--- src/rtl/feed_arbiter.sv ---
// feed_arbiter
// Packet-level round-robin arbiter that shares the parser's single input bus
// (InBus_*) between two upstream feed sources, A and B.
//   - A grant is held for a whole packet (first word through LastWord).
//   - Packets longer than MAX_WORDS are cut: word MAX_WORDS goes out with
//     InBus_LastWord forced high and the rest of the packet is acked and
//     dropped (FLUSH).
// Ports:
//   clk, reset              clock (rising edge), async active-low reset
//   A_* / B_*               source valid/last/data/mod in, DataAck out
//   InBus_*                 bus to parser, InBus_DataAck in from parser
//   Grant                   registered one-hot owner (01 A, 10 B, 00 none)
//   PktCount_A/B            saturating completed-packet counters
//   Trunc_Err               one-cycle pulse the cycle after a truncating word
module feed_arbiter #(
  parameter int DATA_W    = 64,
  parameter int MOD_W     = 3,
  parameter int MAX_WORDS = 256,
  parameter int CNT_W     = 16
) (
  input  logic              clk,
  input  logic              reset,
  input  logic              A_DataValid,
  input  logic              A_LastWord,
  input  logic [DATA_W-1:0] A_Data,
  input  logic [MOD_W-1:0]  A_DataMod,
  output logic              A_DataAck,
  input  logic              B_DataValid,
  input  logic              B_LastWord,
  input  logic [DATA_W-1:0] B_Data,
  input  logic [MOD_W-1:0]  B_DataMod,
  output logic              B_DataAck,
  output logic              InBus_DataValid,
  output logic              InBus_LastWord,
  output logic [DATA_W-1:0] InBus_Data,
  output logic [MOD_W-1:0]  InBus_DataMod,
  input  logic              InBus_DataAck,
  output logic [1:0]        Grant,
  output logic [CNT_W-1:0]  PktCount_A,
  output logic [CNT_W-1:0]  PktCount_B,
  output logic              Trunc_Err
);

  localparam int WC_W = $clog2(MAX_WORDS + 1);
  // Word counter value while the MAX_WORDS-th word is on the bus.
  localparam logic [WC_W-1:0] LAST_IDX = WC_W'(MAX_WORDS - 1);

  typedef enum logic [1:0] {IDLE, GNT_A, GNT_B, FLUSH} state_t;

  state_t            state_q, state_d;
  logic              owner_q, owner_d;       // 0 = A, 1 = B
  logic              last_b_q, last_b_d;     // last served source was B
  logic [1:0]        grant_q, grant_d;
  logic [WC_W-1:0]   wcnt_q, wcnt_d;
  logic [CNT_W-1:0]  pkt_a_q, pkt_a_d;
  logic [CNT_W-1:0]  pkt_b_q, pkt_b_d;
  logic              trunc_q, trunc_d;

  // Current owner's signals.
  logic              src_valid;
  logic              src_last;
  logic [DATA_W-1:0] src_data;
  logic [MOD_W-1:0]  src_mod;
  logic              at_max;

  assign src_valid = owner_q ? B_DataValid : A_DataValid;
  assign src_last  = owner_q ? B_LastWord  : A_LastWord;
  assign src_data  = owner_q ? B_Data      : A_Data;
  assign src_mod   = owner_q ? B_DataMod   : A_DataMod;
  assign at_max    = (wcnt_q == LAST_IDX);

  // Bus and ack steering. The parser ack only reaches the source acks,
  // never the InBus_* outputs.
  always_comb begin
    InBus_DataValid = 1'b0;
    InBus_LastWord  = 1'b0;
    InBus_Data      = '0;
    InBus_DataMod   = '0;
    A_DataAck       = 1'b0;
    B_DataAck       = 1'b0;
    case (state_q)
      GNT_A, GNT_B: begin
        InBus_DataValid = src_valid;
        InBus_LastWord  = src_last | at_max;
        InBus_Data      = src_data;
        InBus_DataMod   = src_mod;
        if (owner_q) B_DataAck = InBus_DataAck;
        else         A_DataAck = InBus_DataAck;
      end
      FLUSH: begin
        // Drain the rest of a truncated packet; nothing reaches the parser.
        if (owner_q) B_DataAck = 1'b1;
        else         A_DataAck = 1'b1;
      end
      default: ;
    endcase
  end

  // Next-state logic.
  always_comb begin
    state_d  = state_q;
    owner_d  = owner_q;
    last_b_d = last_b_q;
    grant_d  = grant_q;
    wcnt_d   = wcnt_q;
    pkt_a_d  = pkt_a_q;
    pkt_b_d  = pkt_b_q;
    trunc_d  = 1'b0;
    case (state_q)
      IDLE: begin
        if (A_DataValid && (!B_DataValid || last_b_q)) begin
          state_d = GNT_A;
          owner_d = 1'b0;
          grant_d = 2'b01;
        end else if (B_DataValid) begin
          state_d = GNT_B;
          owner_d = 1'b1;
          grant_d = 2'b10;
        end
      end
      GNT_A, GNT_B: begin
        if (src_valid && InBus_DataAck) begin
          if (src_last || at_max) begin
            // Packet completes toward the parser, whole or truncated.
            if (owner_q) pkt_b_d = (pkt_b_q == '1) ? pkt_b_q : pkt_b_q + 1'b1;
            else         pkt_a_d = (pkt_a_q == '1) ? pkt_a_q : pkt_a_q + 1'b1;
            wcnt_d = '0;
            if (src_last) begin
              last_b_d = owner_q;
              grant_d  = 2'b00;
              state_d  = IDLE;
            end else begin
              trunc_d = 1'b1;
              state_d = FLUSH;
            end
          end else begin
            wcnt_d = wcnt_q + 1'b1;
          end
        end
      end
      FLUSH: begin
        if (src_valid && src_last) begin
          last_b_d = owner_q;
          grant_d  = 2'b00;
          state_d  = IDLE;
        end
      end
      default: state_d = IDLE;
    endcase
  end

  always_ff @(posedge clk or negedge reset) begin
    if (!reset) begin
      state_q  <= IDLE;
      owner_q  <= 1'b0;
      last_b_q <= 1'b1;   // A wins the first tie
      grant_q  <= 2'b00;
      wcnt_q   <= '0;
      pkt_a_q  <= '0;
      pkt_b_q  <= '0;
      trunc_q  <= 1'b0;
    end else begin
      state_q  <= state_d;
      owner_q  <= owner_d;
      last_b_q <= last_b_d;
      grant_q  <= grant_d;
      wcnt_q   <= wcnt_d;
      pkt_a_q  <= pkt_a_d;
      pkt_b_q  <= pkt_b_d;
      trunc_q  <= trunc_d;
    end
  end

  assign Grant      = grant_q;
  assign PktCount_A = pkt_a_q;
  assign PktCount_B = pkt_b_q;
  assign Trunc_Err  = trunc_q;

endmodule

--- config.mk ---
export PLATFORM = sky130hd
export DESIGN_NAME = feed_arbiter
export DESIGN_NICKNAME = d
export VERILOG_FILES = /design/src/rtl/feed_arbiter.sv
export SDC_FILE = /design/constraint.sdc
export NUM_CORES = 1
export LEC_CHECK = 0
export CORE_MARGIN = 4
export CORE_UTILIZATION = 38
export CTS_CLUSTER_SIZE = 16
export DETAILED_ROUTE_END_ITERATION = 7
export PLACE_DENSITY = 0.83
export SKIP_LAST_GASP = 1
export SYNTH_ARGS = -nofsm -noshare
export SYNTH_HDL_FRONTEND = slang
export SYNTH_SLANG_ARGS = --single-unit
--- constraint.sdc ---
create_clock -name clk -period 2.33 [get_ports clk]
set_input_delay 0.699 -clock clk [delete_from_list [all_inputs] [get_ports clk]]
set_output_delay 0.699 -clock clk [all_outputs]
set_load 0.01 [all_outputs]
; ---- Word level (Yosys, flattened, before mapping)
; Cells that the tools add are included.
[classes]
n_addsub = 3
eq_ne = 11
muxes = 37
n_bitwise = 4
n_reduce_logical = 17
[op_table]
columns = cell, n
row1 = $mux W64, 2
row2 = $add A16 B1 Y16 const B, 2
row3 = $eq A16 B16 Y1 const B, 2
row4 = $reduce_and A5 Y1, 4
row5 = $mux W1, 18
row6 = $mux W2, 9
row7 = $pmux W2 S3, 2
row8 = $add A9 B1 Y9 const B, 1
row9 = $eq A9 B8 Y1 const B, 1
row10 = $mux W9, 1
row11 = $ne A2 B2 Y1 const B, 4
row12 = $mux W3, 2
row13 = $pmux W1 S2, 3
row14 = $eq A2 B2 Y1 const B, 2
row15 = $reduce_and A2 Y1, 2
row16 = $reduce_and A4 Y1, 1
row17 = $reduce_bool A2 Y1, 2
row18 = $logic_and A1 B1 Y1, 3
row19 = $ne A3 B3 Y1 const B, 1
row20 = $not A1 Y1, 3
row21 = $eq A2 B1 Y1 const B, 1
row22 = $logic_not A2 Y1, 1
row23 = $logic_or A1 B1 Y1, 2
row24 = $reduce_or A2 Y1, 1
row25 = other kinds (2), 2
[word_totals]
ff_bits = 48
output_inout_bits = 106
wordCells = 80

; ---- Logic depth before layout (Yosys ltp)
[depth]
depth_word = 5
mapped_depth = 9
depth_no_buf = 8

; ---- Worst setup path after synthesis
; No wires, ideal clock.
[synth_timing]
kind = register to output
from = register wcnt_q[3]
to = output port InBus_LastWord
arrival_time_ps = 1623
path_slack_ps = 8
stages_incl_launch_ff = 8
n_path_buf = 1
cell_sequence = dfrtp_1 > and3_1 > nand2_1 > nor2_1 > ha_1 > clkbuf_1 > nor2_1 > nor2b_1
[synth_via]
elab_chain_cells = 3
[synth_rtl]
columns = item, line_no
row1 = "start, declared", 54  ; logic [WC_W-1:0] wcnt_q, wcnt_d;
row2 = "start signal, assigned", 167  ; wcnt_q <= wcnt_d;
row3 = $eq A9 B8 Y1, 70  ; assign at_max = (wcnt_q == LAST_IDX);
row4 = $or A1 B1 Y1, 84  ; InBus_LastWord = src_last | at_max;
row5 = $mux W1, 81  ; case (state_q)
row6 = "end, declared", 34  ; output logic InBus_LastWord,
; No other way between the ends.

; ---- Worst setup path after layout
[layout_timing]
from = register state_q[1]
to = output port InBus_Data[18]
[layout_via]
elab_chain_cells = 3
elab_cells_between_ends = 4
cone_classes = 2 x eq/ne / 1 x mux / 1 x reduce/logical
[layout_rtl]
columns = item, line_no
row1 = "start, declared", 50  ; state_t state_q, state_d;
row2 = "start signal, assigned", 163  ; state_q <= state_d;
row3 = $eq A2 B1 Y1 or $eq A2 B2 Y1 (tied branches), 81
row4 = $reduce_or A2 Y1 (*), 81
row5 = $mux W64 (*), 81
row6 = "end, declared", 35  ; output logic [DATA_W-1:0] InBus_Data,
; Mark *: on every way between the ends. The rest lies on a longest branch, timed or not.

==> impl_metrics.csv <==
group,metric,value,unit
status,status,"complete, but fails checks",
status,violations,"setup timing",
logic_synthesis,synthMuxAreaShare,19.7,%
finish,synthToLayoutAreaGrowth,84.3,%
critical_path,worstPathRequired,1.63,ns
logic_synthesis,synth_top_family_by_area,"simple AND/OR/NAND/NOR gates",
timing,slew_viol_final,0,
logic_synthesis,netlist_area,3900,sq um
logic_synthesis,synth-seq-cells,48,
finish,finalNonFillerCells,835,
die,pin_count,247,
logic_synthesis,synth.distinct_cells,51,
critical_path,cp_slowest_cell,"dfrtp_1",
finish,drive_gt1_share,27.5,%
timing,maxSlewHeadroom,50.8,%
logic_synthesis,yosys.area_share.simple,28.4,%
flow_run,max-cap-violations,0,
critical_path,max_stage_delay,0.37,ns
timing,skew,0.00782,ns
critical_path,reg2reg_from,"state_q[1]",
global_route,grt_pass1_wl,21.3,mm
cts,clock-root-buffer,"clkbuf_8",
critical_path,endpoint_kind,"primary output",
cts,clk_pin_slew_worst_paths,0.08,ns
logic_synthesis,seq_area_frac_synth,30.8,%
logic_synthesis,syn_area_per_cell,9.52,sq um
die,std_cell_rows,36,
placed_design,place_congestion,0.845,
global_route,overflow,0,
die,die_y,109,um
critical_path,crit_path_max_fanout,13,
cts,insertion_delay,0.30,ns
placed_design,place_hpwl,11.5,mm
route,drt_wl_total,14.9,mm
cts,cts_inserted_buffers,5,
timing,fin_crit,2.38,ns
timing,hold_viol,0,
critical_path,cp_top_family,"buffers and inverters",
cts,cts.sinks,48,
cts,cts_max_path_buffers,2,
timing,finalCritPeriodShare,102,%
die,die_area,12000,sq um
global_route,grt_use_total,22.4,%
power,p_per_area,1040,nW/um^2
logic_synthesis,synth_xor_area_share,6.50,%
route,vias,4286,
logic_synthesis,synth-compound-area-share,8.14,%
logic_synthesis,syn-num-nets,558,
cts,tritoncts,"built",
timing,setup_violations,23,
min_path,min-delay-path-class,"input pin to async pin",
power,leakage,0.00322,uW
logic_synthesis,synth_enable_flop_cells,0,
power,ir_drop,0.000725,V
critical_path,path_class,"flip-flop to primary output",
critical_path,path_cells,"inv_2 > ha_4 > buf_12 > nor2b_2 > clkdlybuf4s15_2",
critical_path,ff2ff_setup_slack,0.06,ns
critical_path,path_buf_inv,3,
logic_synthesis,yosysWarnings,0,
timing,setup_ws,-0.0461,ns
logic_synthesis,synth_top_flop_cell,"dfrtp_1",
route,dr.first_iter.drc_count,236,
logic_synthesis,synth_fa_ha_area_share,2.24,%
logic_synthesis,synthArstFlopShare,100,%
critical_path,regToRegEndpoint,"PktCount_A[11]",
global_route,grt_pass1_vias,4269,
cts,htreeDepth,2,
critical_path,r2r_cells,9,
timing,rsz0062_at_grt,"true",
die,start_util,39.4,%
route,ant_nets,0,
route,vias_per_cell,5.13,
timing,fin_setup_tns,-0.323,ns
placed_design,io_buffers,246,
critical_path,start_kind,"flip-flop",
timing,max_freq,421,MHz
finish,nets,849,
global_route,grt_max_degree,33,
die,die_x,109,um
route,wl_per_cell,17.8,um
placed_design,dp_cells,818,
route,dr.pass1.iters,4,
critical_path,worst_ep_arrival_time,1.68,ns
global_route,antenna_found_initial,1,
logic_synthesis,synthCells,410,
placed_design,pre_cts_slack,-0.478,ns
timing,worst_slew_pin_slew,0.738,ns
route,route.detailed.drc,0,
die,core-area,9910,sq um
## synth_stat cells, types with 3 or more instances
cell / number / share of area (%)
nor2_1: 4 / 0.38
or2_1: 3 / 0.48
nor4_1: 4 / 0.64
nand4_1: 14 / 2.2
nand2_1: 21 / 2.0
dfrtp_1: 47 / 30
nor2b_1: 70 / 11
clkbuf_1: 9 / 0.87
inv_1: 9 / 0.87
a21oi_1: 5 / 0.64
and2_1: 3 / 0.48
nor4_2: 7 / 2.2
buf_6: 3 / 0.87
a211oi_1: 4 / 0.77
nand3_1: 18 / 2.3
buf_2: 10 / 1.3
and3_1: 6 / 0.96
xor2_1: 25 / 5.6
xnor2_1: 4 / 0.90
ha_1: 7 / 2.2
o21ai_0: 16 / 2.1
a311oi_1: 3 / 0.67
nor3_1: 11 / 1.4
mux2i_1: 71 / 18
mux2_2: 3 / 0.87
## kinds of logic after synthesis
family | count (synthesis)
multiplexers | 76
XOR/XNOR | 29
AO/OA/AOI/OAI | 41
adder cells (fa/ha/maj) | 7
AND/OR/NAND/NOR | 176
flip-flops | 48
buffers and inverters | 33
## worst max-delay path by stage
stage,start,end,slack (ns),cells after the start
after floorplan,wcnt_q[3],InBus_LastWord,0.008,7
after global placement,InBus_DataAck,B_DataAck,-0.47,4
after detailed placement,A_LastWord,InBus_LastWord,-0.48,5
after CTS,state_q[0],InBus_Data[53],-0.07,5
after global routing,state_q[0],InBus_Data[20],-0.1,5
final,state_q[1],InBus_Data[18],-0.05,5
## worst register-to-register path, stage by stage, from the launching register on
cell and delay, ns:
dfrtp_1 0.37, inv_2 0.06, ha_4 0.36, buf_6 0.13, buf_6 0.10, buf_6 0.12
and4b_2 0.30, o21ai_2 0.12, nor4_1 0.44, xor2_1 0.18
## power breakdown
part / internal, uW / switching [uW] / total (uW)
sequential: 957 / 119 / 1080
combinational: 3150 / 2600 / 5750
clock: 422 / 265 / 687
## cell usage in the layout, fill, tap and decap left out, types with 6 or more instances in the layout
master	count
buf_2	19
clkdlybuf4s50_1	169
dlygate4sd2_1	6
mux2i_1	68
clkbuf_2	14
buf_12	6
nor2b_1	57
nand2_1	20
dfrtp_1	46
nor3_1	10
o21ai_0	15
nand4_1	14
buf_4	48
inv_1	7
xor2_1	25
clkdlybuf4s15_2	36
nand3_1	17
nor2b_2	9
## final cells by class
class / count / area, sq um
fill: 711 / 2710
clock inverter: 2 / 60.1
timing repair buffer: 307 / 2930
sequential: 48 / 1210
clock buffer: 5 / 68.8
antenna: 1 / 2.50
tap: 133 / 166
inverter: 9 / 33.8
multi-input combinational: 330 / 2730
## registers in the layout, indices dropped and copies added, names as in the netlist
register,count
Trunc_Err,1
PktCount_A,16
last_b_q,1
state_q,2
PktCount_B,16
owner_q,1
Grant,2
wcnt_q,9
## stage by stage
stage	power [uW]	utilization, %	hold slack [ns]	cell area [sq um]
finish	7510	72.6	0.455	7200
global route	7940	72.6	0.495	7200
CTS	7370	71.8	0.473	7120
detailed placement	6720	69.4	0.475	6880
global placement	6630	69.4	0.461	6880
floorplan	3710	-	0.403	3910
## timing repair
action	CTS	global route
setup buffers	0	6
pin swaps	1	8
cloned	1	2
resized for setup	219	67
hold buffers	0	0
endpoints found under the setup margin	75	97
## metal layers
| metal | global-route usage (%) | share of wire [%] | vias to the layer above |
|---|---|---|---|
| met1 | 26.5 | 37 | 2032 |
| met3 | 4.35 | 6.0 | 23 |
| met2 | 41.4 | 55 | 176 |
| li1 | - | - | 2055 |
| met4 | 5.52 | 1.9 | 0 |
| met5 | 0 | 0 | - |
(Power assumes the default switching activity.)
